<file path="src/rtl/eq_cfg_pkg.sv">
// -----------------------------------------------------------------------------
// eq_cfg_pkg
//   Shared definitions for the equalizer configuration-bus writer:
//   FSM state encoding, bus/gain widths, bytes per gain word, default base
//   address, and the band-to-address helper.
//   No ports (package).
// -----------------------------------------------------------------------------
package eq_cfg_pkg;

  localparam int GAIN_W         = 24;
  localparam int BUS_W          = 8;
  localparam int BYTES_PER_GAIN = 3;
  localparam int DEF_ADDR_BASE  = 1;

  typedef enum logic [2:0] {
    IDLE,
    B0,
    B1,
    B2,
    DONE,
    ERR
  } state_t;

  // Address of byte 0 of a band. Deliberately computed in BUS_W bits so that
  // large band/base combinations wrap around the 8-bit register space.
  function automatic logic [BUS_W-1:0] band_base(input logic [BUS_W-1:0] band,
                                                 input int addr_base);
    logic [BUS_W-1:0] w_mul;
    w_mul = band * BUS_W'(BYTES_PER_GAIN);
    return w_mul + BUS_W'(addr_base);
  endfunction

endpackage

</file>
<file path="src/rtl/eq_gain_clamp.sv">
// -----------------------------------------------------------------------------
// eq_gain_clamp
//   Combinational saturator for a signed two's-complement gain word.
//   Output is limited to [-GAIN_LIMIT, +GAIN_LIMIT].
// Ports:
//   i_gain  in   GAIN_W  signed gain before saturation
//   o_gain  out  GAIN_W  signed gain after saturation
// -----------------------------------------------------------------------------
module eq_gain_clamp
  import eq_cfg_pkg::*;
#(
  parameter int GAIN_LIMIT = 16
) (
  input  logic [GAIN_W-1:0] i_gain,
  output logic [GAIN_W-1:0] o_gain
);

  localparam logic signed [GAIN_W-1:0] LP_HI = GAIN_W'(GAIN_LIMIT);
  localparam logic signed [GAIN_W-1:0] LP_LO = -LP_HI;

  function automatic logic signed [GAIN_W-1:0] sat_gain(input logic signed [GAIN_W-1:0] g);
    if (g > LP_HI) begin
      return LP_HI;
    end else if (g < LP_LO) begin
      return LP_LO;
    end
    return g;
  endfunction

  logic signed [GAIN_W-1:0] w_gain_s;

  assign w_gain_s = i_gain;
  assign o_gain   = sat_gain(w_gain_s);

endmodule

</file>
<file path="src/rtl/eq_gain_writer.sv">
// -----------------------------------------------------------------------------
// eq_gain_writer
//   Initiator of the equalizer byte-wide register write bus. Accepts one
//   24-bit signed band gain per command (valid/ready) and issues three byte
//   writes, LSB first, at addr = ADDR_BASE + 3*band + k (8-bit wrap).
//   Bands >= NUM_BANDS are dropped with a one-cycle err pulse.
//
// Optional feature: define EQ_GAIN_CLAMP_EN to saturate the captured gain to
//   [-GAIN_LIMIT, +GAIN_LIMIT] before the byte split (no latency change).
//
// Ports:
//   clk        in   1   rising-edge clock
//   rst_n      in   1   synchronous reset, active low
//   cmd_valid  in   1   command present
//   cmd_ready  out  1   writer idle and able to accept
//   cmd_band   in   8   band index
//   cmd_gain   in   24  signed gain
//   we         out  1   write strobe
//   addr       out  8   write address
//   data_in    out  8   write data
//   busy       out  1   sequence in progress (B0..DONE, ERR)
//   done       out  1   one-cycle pulse at sequence end
//   err        out  1   one-cycle pulse, command rejected
// -----------------------------------------------------------------------------
module eq_gain_writer
  import eq_cfg_pkg::*;
#(
  parameter int NUM_BANDS  = 2,
  parameter int ADDR_BASE  = DEF_ADDR_BASE,
  parameter int GAIN_LIMIT = 16
) (
  input  logic        clk,
  input  logic        rst_n,
  input  logic        cmd_valid,
  output logic        cmd_ready,
  input  logic [7:0]  cmd_band,
  input  logic [23:0] cmd_gain,
  output logic        we,
  output logic [7:0]  addr,
  output logic [7:0]  data_in,
  output logic        busy,
  output logic        done,
  output logic        err
);

  state_t                  r_state;
  logic [BUS_W-1:0]        r_base;
  // Byte 0 is emitted straight from the capture path, so only the upper
  // two bytes need to be held for B1/B2.
  logic [GAIN_W-1:BUS_W]   r_gain_hi;

  logic [GAIN_W-1:0]       w_gain;
  logic [BUS_W-1:0]        w_base;
  logic                    w_accept;
  logic                    w_band_ok;

`ifdef EQ_GAIN_CLAMP_EN
  eq_gain_clamp #(
    .GAIN_LIMIT (GAIN_LIMIT)
  ) u_clamp (
    .i_gain (cmd_gain),
    .o_gain (w_gain)
  );
`else
  assign w_gain = cmd_gain;
`endif

  assign cmd_ready = rst_n & (r_state == IDLE);
  assign w_accept  = cmd_valid & cmd_ready;
  assign w_band_ok = ({24'd0, cmd_band} < 32'(NUM_BANDS));
  assign w_base    = band_base(cmd_band, ADDR_BASE);

  // Control FSM and registered bus outputs.
  always_ff @(posedge clk) begin
    if (!rst_n) begin
      r_state <= IDLE;
      we      <= 1'b0;
      addr    <= '0;
      data_in <= '0;
      busy    <= 1'b0;
      done    <= 1'b0;
      err     <= 1'b0;
    end else begin
      we   <= 1'b0;
      done <= 1'b0;
      err  <= 1'b0;
      case (r_state)
        IDLE: begin
          if (w_accept) begin
            busy <= 1'b1;
            if (w_band_ok) begin
              // Byte 0 goes out on the same edge that captures the command.
              r_state <= B0;
              we      <= 1'b1;
              addr    <= w_base;
              data_in <= w_gain[BUS_W-1:0];
            end else begin
              r_state <= ERR;
              err     <= 1'b1;
            end
          end
        end
        B0: begin
          r_state <= B1;
          we      <= 1'b1;
          addr    <= r_base + 8'd1;
          data_in <= r_gain_hi[15:8];
        end
        B1: begin
          r_state <= B2;
          we      <= 1'b1;
          addr    <= r_base + 8'd2;
          data_in <= r_gain_hi[23:16];
        end
        B2: begin
          // addr/data_in keep the last written values through DONE.
          r_state <= DONE;
          done    <= 1'b1;
        end
        DONE: begin
          r_state <= IDLE;
          busy    <= 1'b0;
        end
        ERR: begin
          r_state <= IDLE;
          busy    <= 1'b0;
        end
        default: begin
          r_state <= IDLE;
          busy    <= 1'b0;
        end
      endcase
    end
  end

  // Command capture; data path only, no reset needed.
  always_ff @(posedge clk) begin
    if (w_accept && w_band_ok) begin
      r_base    <= w_base;
      r_gain_hi <= w_gain[GAIN_W-1:BUS_W];
    end
  end

endmodule

</file>
<file path="config.mk">
export PLATFORM = sky130hd
export DESIGN_NAME = eq_gain_writer
export DESIGN_NICKNAME = d
export VERILOG_FILES = /design/src/rtl/eq_cfg_pkg.sv /design/src/rtl/eq_gain_clamp.sv /design/src/rtl/eq_gain_writer.sv
export SDC_FILE = /design/constraint.sdc
export NUM_CORES = 1
export LEC_CHECK = 0
export BUFFER_PORTS_ARGS = -buffer_cell sky130_fd_sc_hd__buf_2
export CORE_ASPECT_RATIO = 1.25
export CORE_UTILIZATION = 50
export DETAILED_ROUTE_END_ITERATION = 16
export PLACE_DENSITY = 0.75
export SLEW_MARGIN = 20
export SYNTH_ARGS = -nofsm -noshare
export SYNTH_HDL_FRONTEND = slang
export SYNTH_SLANG_ARGS = --single-unit
export TNS_END_PERCENT = 30
</file>
<file path="constraint.sdc">
create_clock -name clk -period 2.5 [get_ports clk]
set_clock_uncertainty 0.05 [all_clocks]
set_input_delay 0.125 -clock clk [delete_from_list [all_inputs] [get_ports clk]]
set_output_delay 0.125 -clock clk [all_outputs]
set_load 0.1 [all_outputs]
</file>
==> impl_metrics.tcl <==
set metrics [dict create \
    status "finished, final reports clean" \
    layout_setup_ws_ps 496 \
    syn_nets 283 \
    met3_usage_pct 4.83 \
    rsz0062_at_grt "no" \
    hpwlAfterDp_mm 3.72 \
    syn_area_per_cell_sq_um 10.6 \
    ys_ff_latch 47 \
    die_h_microns 80.7 \
    clkLatencyLatePin_ps 310 \
    yosysSeqAreaShare_pct 47.7 \
    worstPathMaxFanout 14 \
    ff2ff_setup_slack_ps 500 \
    grt_pass1_vias 1948 \
    routabilityCongestion 0.775 \
    cts_root_buffer "clkbuf_8" \
    cts.sinks 47 \
    end_kind "flop" \
    dr.pass1.iters 7 \
    postLayoutCoreUtil_pct 64.5 \
    cts_resized 0 \
    fin_tns_setup_ps 0 \
    drc_errors 0 \
    multi_input_area_sq_mm 0.00120 \
    power_leakage_nw 1.40 \
    syn_inst 233 \
    worst_pin_slew_ps 618 \
    fin_crit_ps 2000 \
    synth_edf_count 24 \
    drv_slew 0 \
    dp_cells 340 \
    path_clk_slew_ps 80 \
    swShare_pct 39.0 \
    peakVddDrop_uv 447 \
    nets 353 \
    synth_flop_cell "edfxtp_1" \
    die_area_sq_mm 0.00524 \
    final_hold_viol_count 0 \
    yosys.area.top_type "edfxtp_1" \
    gr-usage-all-layers_pct 22.2 \
    stdcell_count 364 \
    post_cts_buffers 0 \
    antenna_cells 0 \
    setup_viol 0 \
    grt-ovfl-total 0 \
    cts_hold_buf 16 \
    cp.arrival_ps 2190 \
    hold_path_class "in2reg" \
    grt_pass1_wl_mm 8.73 \
    vias 2078 \
    yosys_warnings 0 \
    synthArstFlopShare_pct 0 \
    p_seq_share_pct 40.6 \
    coreArea_sq_mm 0.00476 \
    yosys-top-cells-area "edfxtp_1 (29%), dfxtp_1 (19%), ha_1 (7.1%)" \
    htree_levels 2 \
    grt_max_degree 31 \
    slew-limit-headroom_pct 58.7 \
    synth_cell_type_count 54 \
    p_switching_uw 879 \
    clockBufferDepth 2 \
    timing.final.crit_share_pct 80.2 \
    avgRoutedWirePerCell_microns 15.1 \
    grtUsageMet2_pct 38.9 \
    clock_power_share_pct 24.9 \
    chipWidth_microns 65.0 \
    syn2layout_area_growth_pct 24.0 \
    met1_usage_pct 25.5 \
    io_buffers 55 \
    seqCellArea_sq_mm 0.00118 \
    gr-max-usage-layer "met2" \
    drtAntennaViolNets 0 \
    drive_gt1_share_pct 27.6 \
    start_kind "flop" \
    combPwrFrac_pct 34.5 \
    ios 56 \
    num_rows 28 \
    synth_top_area_share_pct 29.1 \
    wirelength_mm 5.50 \
    start_util_pct 52.0 \
    synth.cell_area_sq_mm 0.00248 \
    cts_buffers 5 \
    fmax_mhz 499 \
    maxCapViolations 0 \
    cts_tree "done" \
    powerDensity_mw_per_mm2 733 \
    power.internal_mw 1.37 \
    viasPerCell 5.71 \
    antenna_found_initial 0 \
    drt-initial-drc-count 90 \
    crit_type "reg2reg" \
    nFillCells 417 \
    place_ws_ps 563 \
    worstPathRequired_ps 2680 \
]
==> registers in the layout, indices dropped and copies added, names as in the netlist <==
| signal | flops |
|---|---|
| busy | 1 |
| data_in | 8 |
| r_state | 3 |
| r_gain_hi | 16 |
| we | 1 |
| err | 1 |
| done | 1 |
| addr | 8 |
| r_base | 8 |
==> cell families after synthesis <==
group                      after synthesis  share of synthesized area (%)
AOI/OAI and AO/OA                       64                           19.8
adders and majority gates               15                           7.88
xor gates and xnor gates                 6                           2.12
buffers and inverters                   23                           4.60
DFF                                     47                           47.7
and+or+nand+nor                         78                           17.9
==> path summary, 6_finish.rpt <==
| path | startpoint | endpoint | cells after the start |
|---|---|---|---|
| min | cmd_valid | err | 3 |
| min reg2reg | busy | busy | 2 |
| max reg2reg | r_state[1] | addr[6] | 6 |
| max | r_state[1] | addr[6] | 6 |
==> synthesized netlist by cell type (all sizes together), types with 6 or more instances <==
| library cell | instances |
|---|---|
| a21oi | 13 |
| a22oi | 11 |
| buf | 10 |
| dfxtp | 23 |
| edfxtp | 24 |
| ha | 14 |
| inv | 11 |
| nand2 | 22 |
| nand2b | 6 |
| nand3 | 13 |
| nor2 | 12 |
| o211a | 11 |
| o21ai | 7 |
==> power groups by stage <==
stage                     combinational [mW]  clock (mW)  sequential, mW
final                                  0.776       0.561           0.915
after CTS                              0.776       0.569           0.914
after global routing                   0.820       0.599           0.920
after floorplan                        0.295           0            1.25
after detailed placement               0.753           0           0.931
after global placement                 0.742           0           0.930
==> through the flow <==
stage	power (mW)	hold WS (ps)	instance area, sq um
4_1_cts	2.26	48.7	3070
3_3_place_gp	1.67	252	2800
3_5_place_dp	1.68	253	2800
2_1_floorplan	1.54	174	2490
5_1_grt	2.34	80.6	3070
6_report	2.25	54.5	3070
==> layout by cell type, fill, tap and decap left out, types with 7 or more instances in the layout <==
cell type	count
buf_2	55
edfxtp_1	24
dfxtp_1	23
nand2_1	22
dlygate4sd3_1	16
ha_1	14
nand3_1	13
a21oi_1	12
inv_1	11
nor2_1	11
o211a_1	11
a22oi_1	10
o21ai_0	7
==> layer usage <==
layer  up-vias  part of all wire (%)
met5         -                     0
met4         0                   1.6
met1       989                    41
li1       1014                     -
met3         8                   5.0
met2        67                    52
==> cell type report <==
type / instances / share of cell area (%)
clock buffer: 5 / 2.24
clock inverter: 3 / 1.38
inverter: 11 / 1.34
multi-input combinational: 163 / 39.0
sequential: 47 / 38.4
tap: 60 / 2.44
timing repair buffer: 75 / 15.1
==> worst max-delay path, stage by stage, from the launching register on <==
cell	delay, ps
dfxtp_1	720
nor3b_4	340
buf_4	250
a22oi_1	130
nor3_1	180
a21oi_1	80
a31oi_1	180
Power figures use the tool's default switching activity.
